--- src/rtl/cum_ctrl_pkg.sv ---
// Shared types and constants for the cumulative-sum controller.
`timescale 1ns/1ps
package cum_ctrl_pkg;

  typedef enum logic [3:0] {
    IDLE     = 4'd0,
    INIT_I   = 4'd1,
    INIT_SUM = 4'd2,
    INIT_ONE = 4'd3,
    CHECK    = 4'd4,
    ADD      = 4'd5,
    INC      = 4'd6,
    OUT      = 4'd7,
    DONE     = 4'd8
  } state_t;

  localparam int unsigned ADDR_W = 3;

  localparam logic [ADDR_W-1:0] R_ZERO = 3'd0;
  localparam logic [ADDR_W-1:0] R_I    = 3'd1;
  localparam logic [ADDR_W-1:0] R_SUM  = 3'd2;
  localparam logic [ADDR_W-1:0] R_ONE  = 3'd3;

  localparam logic SEL_ADDER = 1'b0;
  localparam logic SEL_ONE   = 1'b1;

  // Control word driven onto the datapath each cycle.
  typedef struct packed {
    logic              sel;
    logic [ADDR_W-1:0] ra1;
    logic [ADDR_W-1:0] ra2;
    logic [ADDR_W-1:0] wa;
    logic              we;
    logic              out_buf;
    logic              busy;
    logic              done;
  } ctrl_t;

  // Moore decode: control word that belongs to a given state.
  function automatic ctrl_t ctrl_decode(input state_t s);
    ctrl_t c;
    c      = '0;
    c.busy = (s != IDLE);
    case (s)
      INIT_I: begin
        c.sel = SEL_ONE;
        c.wa  = R_I;
        c.we  = 1'b1;
      end
      INIT_SUM: begin
        c.sel = SEL_ADDER;
        c.ra1 = R_ZERO;
        c.ra2 = R_ZERO;
        c.wa  = R_SUM;
        c.we  = 1'b1;
      end
      INIT_ONE: begin
        c.sel = SEL_ONE;
        c.wa  = R_ONE;
        c.we  = 1'b1;
      end
      CHECK: begin
        c.ra1 = R_I;
      end
      ADD: begin
        c.sel = SEL_ADDER;
        c.ra1 = R_SUM;
        c.ra2 = R_I;
        c.wa  = R_SUM;
        c.we  = 1'b1;
      end
      INC: begin
        c.sel = SEL_ADDER;
        c.ra1 = R_I;
        c.ra2 = R_ONE;
        c.wa  = R_I;
        c.we  = 1'b1;
      end
      OUT: begin
        c.ra1     = R_SUM;
        c.out_buf = 1'b1;
      end
      DONE: begin
        c.done = 1'b1;
      end
      default: c = '0;
    endcase
    return c;
  endfunction

endpackage

--- src/rtl/cum_adder_ctrl.sv ---
// Sequences the RF/adder datapath to accumulate 1+2+...+N, with start/busy/done
// handshake and an iteration watchdog.
`timescale 1ns/1ps
module cum_adder_ctrl
  import cum_ctrl_pkg::*;
#(
  parameter int unsigned MAX_ITER = 15,
  parameter int unsigned ITER_W   = 4
) (
  input  logic              clk,
  input  logic              reset,
  input  logic              start,
  input  logic              iLe10,
  output logic              RFSrcMuxSel,
  output logic [2:0]        readAddr1,
  output logic [2:0]        readAddr2,
  output logic [2:0]        writeAddr,
  output logic              writeEn,
  output logic              outBuf,
  output logic              busy,
  output logic              done,
  output logic              err,
  output logic [ITER_W-1:0] iter_cnt
);

  state_t              r_state;
  state_t              w_next_state;
  ctrl_t               r_ctrl;
  ctrl_t               w_ctrl_next;
  logic [ITER_W-1:0]   r_iter_cnt;
  logic                r_err;
  logic                w_start_run;
  logic                w_wd_trip;

  // Next-state selection; control word is decoded from the upcoming state so it
  // can be registered yet still track the state register cycle for cycle.
  always_comb begin
    w_next_state = r_state;
    w_start_run  = 1'b0;
    w_wd_trip    = 1'b0;
    case (r_state)
      IDLE: begin
        if (start) begin
          w_next_state = INIT_I;
          w_start_run  = 1'b1;
        end
      end
      INIT_I:   w_next_state = INIT_SUM;
      INIT_SUM: w_next_state = INIT_ONE;
      INIT_ONE: w_next_state = CHECK;
      CHECK: begin
        if (!iLe10) begin
          w_next_state = OUT;
        end else if (r_iter_cnt == ITER_W'(MAX_ITER)) begin
          w_next_state = OUT;
          w_wd_trip    = 1'b1;
        end else begin
          w_next_state = ADD;
        end
      end
      ADD:     w_next_state = INC;
      INC:     w_next_state = CHECK;
      OUT:     w_next_state = DONE;
      DONE:    w_next_state = IDLE;
      default: w_next_state = IDLE;
    endcase
    w_ctrl_next = ctrl_decode(w_next_state);
  end

  // State and registered control word.
  always_ff @(posedge clk or posedge reset) begin
    if (reset) begin
      r_state <= IDLE;
      r_ctrl  <= '0;
    end else begin
      r_state <= w_next_state;
      r_ctrl  <= w_ctrl_next;
    end
  end

  // Iteration counter (saturating) and sticky watchdog flag, both cleared on an
  // accepted start.
  always_ff @(posedge clk or posedge reset) begin
    if (reset) begin
      r_iter_cnt <= '0;
      r_err      <= 1'b0;
    end else if (w_start_run) begin
      r_iter_cnt <= '0;
      r_err      <= 1'b0;
    end else begin
      if (r_state == INC && r_iter_cnt != '1) begin
        r_iter_cnt <= r_iter_cnt + ITER_W'(1);
      end
      if (w_wd_trip) begin
        r_err <= 1'b1;
      end
    end
  end

  assign RFSrcMuxSel = r_ctrl.sel;
  assign readAddr1   = r_ctrl.ra1;
  assign readAddr2   = r_ctrl.ra2;
  assign writeAddr   = r_ctrl.wa;
  assign writeEn     = r_ctrl.we;
  assign outBuf      = r_ctrl.out_buf;
  assign busy        = r_ctrl.busy;
  assign done        = r_ctrl.done;
  assign err         = r_err;
  assign iter_cnt    = r_iter_cnt;

endmodule

--- config.mk ---
export PLATFORM = sky130hd
export DESIGN_NAME = cum_adder_ctrl
export DESIGN_NICKNAME = d
export VERILOG_FILES = /design/src/rtl/cum_ctrl_pkg.sv /design/src/rtl/cum_adder_ctrl.sv
export SDC_FILE = /design/constraint.sdc
export NUM_CORES = 1
export LEC_CHECK = 0
export ABC_AREA = 0
export BUFFER_PORTS_ARGS = -buffer_cell sky130_fd_sc_hd__buf_4
export CAP_MARGIN = 20
export CORE_MARGIN = 3
export CORE_UTILIZATION = 40
export DETAILED_ROUTE_END_ITERATION = 7
export GPL_TIMING_DRIVEN = 0
export SYNTH_ARGS = -nofsm -noshare
export SYNTH_HDL_FRONTEND = slang
export SYNTH_SLANG_ARGS = --single-unit
--- constraint.sdc ---
create_clock -name clk -period 1.9 [get_ports clk]
set_input_delay 0.19 -clock clk [delete_from_list [all_inputs] [get_ports clk]]
set_output_delay 0.19 -clock clk [all_outputs]
set_load 0.05 [all_outputs]
After elaboration in Yosys (flattened, before gate mapping):

Cells that the tools add are included.

* add/subtract/negate cells: 1
* multipliers: 0
* div/mod/pow operators: 0
* magnitude comparators: 0
* equality and inequality tests: 17
* shift-type cells: 0
* muxes and demuxes: 20
* bitwise operators: 0
* reduce and logical (&&, ||, !) cells: 12

Operator list (number)
* equality test 4 x 3 -> 1 bit (second input constant): 8
* one-hot mux 4 bit (7 select lines): 1
* equality test 4 x 2 -> 1 bit (second input constant): 4
* 2-to-1 mux 4 bit: 3
* OR reduction 2 bit: 6
* 2-to-1 mux 1 bit: 11
* one-hot mux 3 bit (3 select lines): 1
* equality test 4 x 1 -> 1 bit (second input constant): 2
* equality test 4 bit (second input constant): 2
* one-hot mux 2 bit (2 select lines): 2
* OR reduction 8 bit: 1
* adder 4 x 1 -> 4 bit (second input constant): 1
* zero test 4 bit: 1
* 2-to-1 mux 2 bit: 2
* != test 4 bit (second input constant): 1
* nonzero test 2 bit: 2
* nonzero test 4 bit: 1
* logical AND 1 bit: 1

* register bits after elaboration: 23
* latch bits: 0
* memory bits (writable): 0
* memory bits (read-only): 0
* output and inout bits: 19
* memories kept: 0

Logic depth before layout (Yosys ltp):

* depth in word-level cells: 7
* gate-level depth with buffers: 6

Worst setup path after synthesis:

OpenSTA, ideal clock, no wires.

* kind: reg2reg
* start: reg r_iter_cnt[0] (netlist: iter_cnt[0])
* end: reg r_iter_cnt[0] (netlist: iter_cnt[0])
* arrival time: 1555 ps
* data required time: 1823 ps
* path slack: 268 ps
* stages on the path, launching flop included: 5
* clock period less this slack: 1632 ps
* path through: dfrtp_1 -> ha_1 -> and3_1 -> or3_1 -> a21oi_1

* word-level cells in the longest chain between the ends: 3

RTL lines
* from (decl): RTL line cum_adder_ctrl.sv:30 `logic [ITER_W-1:0] r_iter_cnt;`
* from (signal assigned): RTL line cum_adder_ctrl.sv:92 `r_iter_cnt <= r_iter_cnt + ITER_W'(1);`
* adder 4 x 1 -> 4 bit or != test 4 bit (tied branches): RTL line cum_adder_ctrl.sv:92, cum_adder_ctrl.sv:91
* 2-to-1 mux 4 bit or logical AND 1 bit (tied branches): RTL line cum_adder_ctrl.sv:91 `if (r_state == INC && r_iter_cnt != '1) begin`
* 2-to-1 mux 4 bit or nonzero test 2 bit (tied branches)

Several ways; a longest one is shown, not always the timed one. The select of a mux whose other input is x is not followed.
A chain may end at the register's enable or synchronous reset.

Worst setup path after layout:

Same ends and word-level chain as after synthesis.

==> impl_metrics.csv <==
group,metric,value,unit
power,p_per_area,1920,nW/um^2
cells_and_area,drive_above_1_share,0.315,
timing,setup_viol_count_final,0,
cts,numClockSinks,20,
power,p_sw,0.00104,W
floorplanning,die_area,2840,um^2
power,p_leak,0.560,nW
route,routed_wl,1720,um
cts,clock_latency,290,ps
cells_and_area,final_cell_mix,"buf_4 (24), dfrtp_1 (20), nor2_1 (8)",
placed_design,numPlacedInstances,132,
critical_path,crit_path_end_kind,"flop",
cells_and_area,seq_area,500,um^2
cells_and_area,nNetsFinal,115,
synthesis,netlist_area,896,um^2
cells_and_area,stdcell_count,135,
timing,drv_slew,0,
global_route,grt_max_degree,21,
cts,post_cts_resize_count,0,
critical_path,crit_type,"flop to flop",
timing,period_share,0.779,
cells_and_area,fill_cells,196,
cts,cts.clk_slew.worst_paths,100,ps
power,p_seq_frac,0.330,
cts,cts_root_buffer,"clkbuf_4",
cts,postCtsSetupBuffers,0,
critical_path,startpoint,"iter_cnt[0]$_DFFE_PP0P_",
cts,cts_tree,"built",
route,drc,0,
global_route,antenna_found_initial,0,
synthesis,avgSynthCellArea,10.7,um^2
synthesis,ys_seq_elements,20,
power,swShare,0.491,
route,detail_route.wl_per_cell,12.7,um
timing,final.setup.worst_slack,419,ps
critical_path,r2r_slack,420,ps
critical_path,startpoint_type,"flop",
floorplanning,io_pins,23,
route,vias,675,
placed_design,gp_congestion,0.787,
route,first_pass_iters,4,
critical_path,r2r_cells,4,
job,cap_violations,0,
critical_path,worst_r2r_endpoint,"iter_cnt[0]$_DFFE_PP0P_",
power,peakVddDrop,0.000957,V
status,status,"complete, no violations",
floorplanning,start_util,0.439,
synthesis,syn_inst,84,
cts,cts_buffers,3,
critical_path,cp.arrival,1710,ps
global_route,track_usage,0.146,
placed_design,dp_slack,432,ps
global_route,grt_first_pass_wirelength,2950,um
placed_design,io_buffers,19,
cts,h-tree-depth,1,
power,p_int,0.00107,W
timing,grt_setup_unrepaired,"no",
hold_path,hold_class,"primary input to async pin",
route,viasPerCell,5.00,
timing,worstMarginPinSlew,732,ps
timing,fin_crit,1480,ps
timing,clock_skew,4.82,ps
critical_path,cp.required,2130,ps
placed_design,dp.final_hpwl,1240,um
floorplanning,dieHeight,53.3,um
synthesis,synth-warning-count,0,
cts,clk_path_buf_depth,2,
global_route,grt.overflow.total,0,
timing,tns,0,ps
timing,max_clock_freq,675,MHz
floorplanning,core_area,2040,um^2
cts,hold_buffers,0,
floorplanning,rows,16,
cells_and_area,syn2layout_area_growth,23.0,%
global_route,grt_pass1_vias,655,
synthesis,synth_cell_types,31,
synthesis,seq_area_frac_synth,0.559,
cells_and_area,n_antenna_cell,0,
route,drtIter0Drc,17,
timing,slew_headroom,0.512,
cells_and_area,final_common_cell,"buf_4",
critical_path,critPathMaxFanout,5,
route,ant_nets,0,
critical_path,reg2reg_from,"iter_cnt[0]$_DFFE_PP0P_",
timing,final_hold_viol_count,0,
floorplanning,dieWidth,53.3,um
cells_and_area,multi_input_area,332,um^2
power,pwr-share-comb,0.579,
power,clkPwrFrac,0.091,
==> state kept, by name, indices dropped and copies added, names as in the netlist <==
| register | flops |
|---|---|
| iter_cnt | 4 |
| r_state | 4 |
| readAddr1 | 2 |
| readAddr2 | 2 |
| writeAddr | 2 |
| RFSrcMuxSel | 1 |
| busy | 1 |
| done | 1 |
| err | 1 |
| outBuf | 1 |
| writeEn | 1 |
==> kinds of logic (layout without fill, tap and decap cells) <==
kind of cell / Yosys count / after routing / synth area share
simple gates: 32 / 32 / 0.223
fa+ha+maj: 1 / 1 / 0.0140
xor+xnor: 1 / 1 / 0.00978
flops: 20 / 20 / 0.559
compound gates: 17 / 17 / 0.110
buf+inv: 12 / 34 / 0.0796
other cells: 1 / 3 / 0.00419
==> per-stage QoR <==
step	total power (W)	utilization	cell area [um^2]	hold WS, ps
final	0.00211	0.540	1100	12.0
after global routing	0.00226	0.540	1100	77.1
after floorplan	0.00161	-	903	154
after global placement	0.00193	0.529	1080	366
after CTS	0.00213	0.540	1100	35.9
after detailed placement	0.00194	0.529	1080	365
==> power by group through the flow <==
| stage | registers [W] | clock network, W | logic, W |
|---|---|---|---|
| finish | 0.000698 | 0.000191 | 0.00122 |
| floorplan | 0.00114 | 0 | 0.000475 |
| global route | 0.000721 | 0.000215 | 0.00133 |
| global placement | 0.000702 | 0 | 0.00122 |
| CTS | 0.000697 | 0.000199 | 0.00124 |
| detailed placement | 0.000704 | 0 | 0.00123 |
==> routing by layer <==
metal  global-route usage  share of wire
met1                0.198           0.49
met2                0.214           0.44
met3               0.0254          0.045
met4               0.0894          0.024
met5                    0              0
==> critical path: stages, from the launching register on <==
cell and delay (ps):
dfrtp_1 430, ha_1 250, and3_1 240, or3_1 360, a21oi_1 140
==> area by class of cell <==
class                      instances  area share
buffer                             7      0.0477
clock buffer                       3      0.0204
inverter                           5      0.0170
multi-input combinational         54       0.301
sequential                        20       0.454
tap                               27      0.0306
timing repair buffer              19       0.129
==> cells in the mapped netlist, drive strengths merged <==
cell type,instances,area (um^2)
o21ai,4,20.0
nor4b,1,8.76
or3,1,6.26
inv,5,18.8
nor4,2,12.5
dfrtp,20,500
nor2,8,30.0
or4,1,11.3
and4,1,8.76
nor2b,2,20.0
and4bb,2,25.0
a31oi,2,12.5
nand3,3,15.0
nor3,1,5.00
a31o,1,8.76
nand2,4,15.0
a22oi,1,7.51
nand4,1,6.26
conb,1,3.75
buf,6,48.8
a21oi,7,35.0
clkbuf,1,3.75
xor2,1,8.76
a211oi,1,7.51
ha,1,12.5
nand4bb,1,11.3
o31ai,1,7.51
and3,4,25.0
==> worst max path at each step <==
stage	end	cells after the start	slack, ps
after detailed placement	iter_cnt[0]$_DFFE_PP0P_	4	430
after global routing	iter_cnt[0]$_DFFE_PP0P_	4	300
final	iter_cnt[0]$_DFFE_PP0P_	4	420
after floorplan	iter_cnt[0]$_DFFE_PP0P_	4	270
after CTS	iter_cnt[0]$_DFFE_PP0P_	4	400
after global placement	iter_cnt[0]$_DFFE_PP0P_	4	450
Note: power is estimated with default switching activity, not from simulation.
